File: config.mk
export PLATFORM = sky130hd
export DESIGN_NAME = kamus_mem_arbiter
export DESIGN_NICKNAME = d
export VERILOG_FILES = /design/src/rtl/kamus_mem_arbiter.sv
export SDC_FILE = /design/constraint.sdc
export NUM_CORES = 1
export LEC_CHECK = 0
export CORE_ASPECT_RATIO = 2
export CORE_UTILIZATION = 35
export CTS_BUF_LIST = sky130_fd_sc_hd__clkbuf_8
export CTS_CLUSTER_DIAMETER = 120
export DETAILED_ROUTE_END_ITERATION = 6
export PLACE_DENSITY = 0.79
export SLEW_MARGIN = 20
export SYNTH_ARGS = -nofsm -noshare
export SYNTH_HDL_FRONTEND = slang
export SYNTH_SLANG_ARGS = --single-unit
File: constraint.sdc
create_clock -name clk_i -period 2 [get_ports clk_i]
set_input_delay 0.6 -clock clk_i [delete_from_list [all_inputs] [get_ports clk_i]]
set_output_delay 0.6 -clock clk_i [all_outputs]
set_load 0.01 [all_outputs]
File: src/rtl/kamus_mem_arbiter.sv
// kamus_mem_arbiter: round-robin IF/LSU arbiter for one memory bus, one outstanding transaction
//   clk_i, rst_i : clock, synchronous active-high reset
//   if_*         : fetch port, req/addr in; gnt, rvalid, rdata, err out
//   lsu_*        : load/store port, req/we/width/addr/wdata in; gnt, rvalid, rdata, err out
//   mem_*        : memory bus, word-aligned addr, byte enables, lane-replicated wdata, gnt/rvalid/rdata in
module kamus_mem_arbiter #(
    parameter int unsigned TIMEOUT = 255
) (
    input  logic        clk_i,
    input  logic        rst_i,
    input  logic        if_req_i,
    input  logic [31:0] if_addr_i,
    output logic        if_gnt_o,
    output logic        if_rvalid_o,
    output logic [31:0] if_rdata_o,
    output logic        if_err_o,
    input  logic        lsu_req_i,
    input  logic        lsu_we_i,
    input  logic [1:0]  lsu_width_i,
    input  logic [31:0] lsu_addr_i,
    input  logic [31:0] lsu_wdata_i,
    output logic        lsu_gnt_o,
    output logic        lsu_rvalid_o,
    output logic [31:0] lsu_rdata_o,
    output logic        lsu_err_o,
    output logic        mem_req_o,
    output logic        mem_we_o,
    output logic [3:0]  mem_be_o,
    output logic [31:0] mem_addr_o,
    output logic [31:0] mem_wdata_o,
    input  logic        mem_gnt_i,
    input  logic        mem_rvalid_i,
    input  logic [31:0] mem_rdata_i
);
    typedef enum logic [1:0] {IDLE, REQ, RESP, ERR} state_e;
    localparam logic [15:0] TMO = 16'(TIMEOUT);
    state_e      state_q, state_d;
    logic        owner_q, owner_d;
    logic        rr_q, rr_d;
    logic [15:0] cnt_q, cnt_d;
    logic        we_q, we_d;
    logic [3:0]  be_q, be_d;
    logic [31:0] addr_q, addr_d, wdata_q, wdata_d;
    logic        lsu_win, if_win, lsu_bad, resp_v, resp_err;
    logic [3:0]  lsu_be;
    logic [31:0] lsu_wd;
    // owner_q and rr_q: 1 = LSU; rr_q names the requester preferred on the next tie
    always_comb begin
        lsu_win = lsu_req_i & (rr_q | ~if_req_i);
        if_win = if_req_i & ~lsu_win;
        lsu_bad = (lsu_width_i == 2'b11) || (lsu_width_i == 2'b10 && lsu_addr_i[1:0] != 2'b00)
                  || (lsu_width_i == 2'b01 && lsu_addr_i[0]);
        lsu_be = lsu_width_i == 2'b10 ? 4'b1111 :
                 lsu_width_i == 2'b01 ? 4'b0011 << {lsu_addr_i[1], 1'b0} :
                 lsu_width_i == 2'b00 ? 4'b0001 << lsu_addr_i[1:0] : 4'b0000;
        lsu_wd = lsu_width_i == 2'b00 ? {4{lsu_wdata_i[7:0]}} :
                 lsu_width_i == 2'b01 ? {2{lsu_wdata_i[15:0]}} : lsu_wdata_i;
    end
    always_comb begin
        state_d = state_q;
        owner_d = owner_q;
        rr_d = rr_q;
        cnt_d = cnt_q;
        we_d = we_q;
        be_d = be_q;
        addr_d = addr_q;
        wdata_d = wdata_q;
        if_gnt_o = 1'b0;
        lsu_gnt_o = 1'b0;
        resp_v = 1'b0;
        resp_err = 1'b0;
        case (state_q)
            IDLE: if (lsu_win | if_win) begin
                if_gnt_o = if_win;
                lsu_gnt_o = lsu_win;
                owner_d = lsu_win;
                rr_d = ~lsu_win;
                we_d = lsu_win & lsu_we_i;
                be_d = lsu_win ? lsu_be : 4'b1111;
                addr_d = {lsu_win ? lsu_addr_i[31:2] : if_addr_i[31:2], 2'b00};
                wdata_d = lsu_win ? lsu_wd : 32'h0;
                state_d = (lsu_win ? lsu_bad : if_addr_i[1:0] != 2'b00) ? ERR : REQ;
            end
            REQ: if (mem_gnt_i) begin
                state_d = RESP;
                cnt_d = 16'h0;
            end
            RESP: begin
                resp_v = mem_rvalid_i | (cnt_q == TMO);
                resp_err = resp_v & ~mem_rvalid_i;
                state_d = resp_v ? IDLE : RESP;
                cnt_d = cnt_q == 16'hFFFF ? cnt_q : cnt_q + 16'd1;
            end
            ERR: begin
                resp_v = 1'b1;
                resp_err = 1'b1;
                state_d = IDLE;
            end
            default: state_d = IDLE;
        endcase
    end
    always_ff @(posedge clk_i) begin
        if (rst_i) begin
            state_q <= IDLE;
            owner_q <= 1'b0;
            rr_q <= 1'b1;
            cnt_q <= 16'h0;
            we_q <= 1'b0;
            be_q <= 4'h0;
            addr_q <= 32'h0;
            wdata_q <= 32'h0;
        end else begin
            state_q <= state_d;
            owner_q <= owner_d;
            rr_q <= rr_d;
            cnt_q <= cnt_d;
            we_q <= we_d;
            be_q <= be_d;
            addr_q <= addr_d;
            wdata_q <= wdata_d;
        end
    end
    always_comb begin
        if_rvalid_o = resp_v & ~owner_q;
        lsu_rvalid_o = resp_v & owner_q;
        if_err_o = resp_err & ~owner_q;
        lsu_err_o = resp_err & owner_q;
        if_rdata_o = (if_rvalid_o & ~resp_err) ? mem_rdata_i : 32'h0;
        lsu_rdata_o = (lsu_rvalid_o & ~resp_err) ? mem_rdata_i : 32'h0;
        mem_req_o = state_q == REQ;
        mem_we_o = we_q;
        mem_be_o = be_q;
        mem_addr_o = addr_q;
        mem_wdata_o = wdata_q;
    end
endmodule

==> qor.yml <==
die_x_um: 82.53
synth_cell_types: 54
path_cells: "or4_4 > nor4_4 > buf_4 > o31ai_4 > nor2_1 > buf_2"
antenna_found_initial: 0
max-slew-margin-rel_pct: 65.58
cp.arrival_ns: 2.05
hpwl_um: 14190
num_io_pins: 277
core_area_um2: 12630
rr_worst_depth: 7
min_period_ns: 2.649
drive_above_1_share_pct: 34.74
hold_class: "flip-flop to flip-flop"
num_vias: 5642
synth_edf_count: 0
max_freq_mhz: 377.5
clkLatencyLatePin_ns: 0.36
pre_cts_slack_ns: -0.8815
cpPeakStageDelay_ns: 0.54
finalMaxSlewViolations: 0
setup_viol: 68
p_int_mw: 4.010
synth_flop_cell: "dfxtp_1"
area_growth_pct: 97.71
setup_slack_ns: -0.6489
wl_per_cell_um: 20.22
cts_buffers: 9
grt_pass1_vias: 5916
portBuffers: 274
critical_path.slowest_cell: "or4_4"
drc_errors: 0
fin_setup_tns_ns: -20.36
layout_common_cells: "clkdlybuf4s50_1 (199), buf_6 (88), dfxtp_1 (80), nor2_1 (74), and2_4 (64)"
synthCells: 528
layout_commonest_cell: "clkdlybuf4s50_1"
syn-cell-area_um2: 4539
final_nets: 1013
grt_start_max_net_pins: 48
clock_skew_ns: 0.01277
clk_pin_slew_ns: 0.09
ys_ff_latch: 87
clockBufferDepth: 2
grt_pass1_wl_um: 30300
cap_violations: 0
num_rows: 58
crit_required_ns: 1.40
violations: "negative setup slack"
hold_violations: 0
crit_path_end_kind: "output pin"
grt_usage_pct: 29.73
critPathMaxFanout: 3
gp_congestion: 0.9090
peakVddDrop_mv: 0.4554
combPwrFrac_pct: 39.5
cts_tree: "done"
crit_type: "flip-flop to output pin"
clock_sinks: 87
p_switching_mw: 1.766
yosysWarnings: 0
powerDensity_nw_per_um2: 643.6
viasPerCell: 5.488
power_frac_clock_pct: 25.3
ys_async_sr_fraction_pct: 0
outcome: "complete, but fails checks"
ys_seq_area_share_pct: 38.37
grt_overflow: 0
drtAntennaViolNets: 0
firstDrtPassIters: 7
initial_utilization_pct: 35.95
worst_pin_slew_ns: 0.5163
fin_area_um2: 8975
start_kind: "flip-flop"
seqPwrFrac_pct: 35.3
cts_root_buffer: "clkbuf_8"
routed_wl_um: 20790
switching_share_pct: 30.58
htreeDepth: 3
whs_path_depth: 2
drt_first_iter_violations: 438
placed_area_um2: 7996
rsz0062_at_grt: "yes"
die_h_um: 163.1
antenna_cells: 0
power_leakage_nw: 3.733
syn_area_per_cell_um2: 8.597
fin_crit_sh_pct: 132.4
dieArea_um2: 13460
holdBufCountCts: 0
==> layout make-up <==
class                           instances  area [µm²]
Tap cell                              150       187.7
Multi-Input combinational cell        396        2934
Fill cell                             943        3652
Inverter                                6       22.52
Timing Repair Buffer                  375        3846
Clock inverter                          5       107.6
Clock buffer                            9       123.9
Sequential cell                        87        1753
==> cells in the mapped netlist (all sizes together), types with 2 or more instances <==
master	number	area, µm²
dfxtp	87	1742
nor2	76	285.3
and2	65	406.6
a22oi	33	247.7
clkbuf	33	123.9
mux2i	29	290.3
a211oi	23	172.7
nand2	23	93.84
o21ai	20	100.1
mux2	16	180.2
a21oi	14	70.07
nand4	11	90.08
a222oi	9	90.09
nand3	8	45.04
buf	7	37.53
inv	6	22.52
nor3	6	30.03
a31oi	5	31.28
nor4	5	31.28
or4	5	37.54
and3	4	25.02
nand2b	4	25.02
a311oi	3	45.04
nor2b	3	18.77
o21a	3	22.52
a21boi	2	15.01
a22o	2	17.52
a31o	2	17.52
and4	2	17.52
nor3b	2	15.01
nor4b	2	17.52
o211ai	2	15.01
o22ai	2	12.51
==> kinds of logic after synthesis <==
family | count (synthesis) | share of synthesized area (%)
buffers and inverters | 46 | 4.052
multiplexers | 45 | 10.36
AND/OR/NAND/NOR | 219 | 25.58
adder cells (fa/ha/maj) | 1 | 0.2756
other | 1 | 0.08261
flip-flops | 87 | 38.37
AO/OA/AOI/OAI | 129 | 21.28
==> routing by layer <==
metal / share of wire (%) / up-vias / global-route usage, %
li1: - / 2614 / -
met3: 6.6 / 87 / 6.927
met5: 0 / - / 0
met2: 55 / 290 / 52.52
met1: 33 / 2651 / 30.78
met4: 5.4 / 0 / 17.40
==> path summary, 6_finish.rpt <==
| check | slack, ns | from | endpoint |
|---|---|---|---|
| worst max register to register | 0.10 | cnt_q[0] | cnt_q[5] |
| worst min register to register | 0.50 | mem_addr_o[16] | mem_addr_o[16] |
| worst min-delay path | 0.50 | mem_addr_o[16] | mem_addr_o[16] |
| worst max-delay path | -0.65 | cnt_q[14] | if_rvalid_o |
==> sequential cells by signal, indices dropped and copies added, names as in the netlist <==
signal and flops:
cnt_q 16, mem_addr_o 30, mem_be_o 4, mem_wdata_o 32
mem_we_o 1, owner_q 1, rr_q 1, state_q 2
==> worst max-delay path: cells and delay by family (launching register included) <==
family                 cells  cell delay, ns
DFF                        1            0.33
AOI/OAI and AO/OA          1            0.06
buffers and inverters      2            0.34
and+or+nand+nor            3            0.96
==> stage by stage <==
step	instances	hold slack, ns	util (%)	total power [mW]
after detailed placement	982	0.4924	63.33	4.044
after floorplan	529	0.4405	-	2.873
after CTS	1030	0.5048	69.32	5.701
after global routing	1028	0.5248	71.08	6.028
after global placement	982	0.4818	63.33	3.983
final	1028	0.5016	71.08	5.776
==> power by group through the flow <==
| stage | logic [mW] | registers, mW | clock network, mW |
|---|---|---|---|
| after floorplan | 0.734 | 2.14 | 0 |
| after global placement | 1.93 | 2.05 | 0 |
| after detailed placement | 1.98 | 2.06 | 0 |
| after CTS | 2.18 | 2.04 | 1.49 |
| after global routing | 2.41 | 2.06 | 1.56 |
| final | 2.28 | 2.04 | 1.46 |
==> what timing repair did <==
action,in CTS,in global routing
pin swaps,37,10
gates cloned,6,0
gates resized for setup,409,78
setup endpoints to repair,71,76
buffers inserted,29,9
No activity file was read; power rests on OpenSTA's default activity.
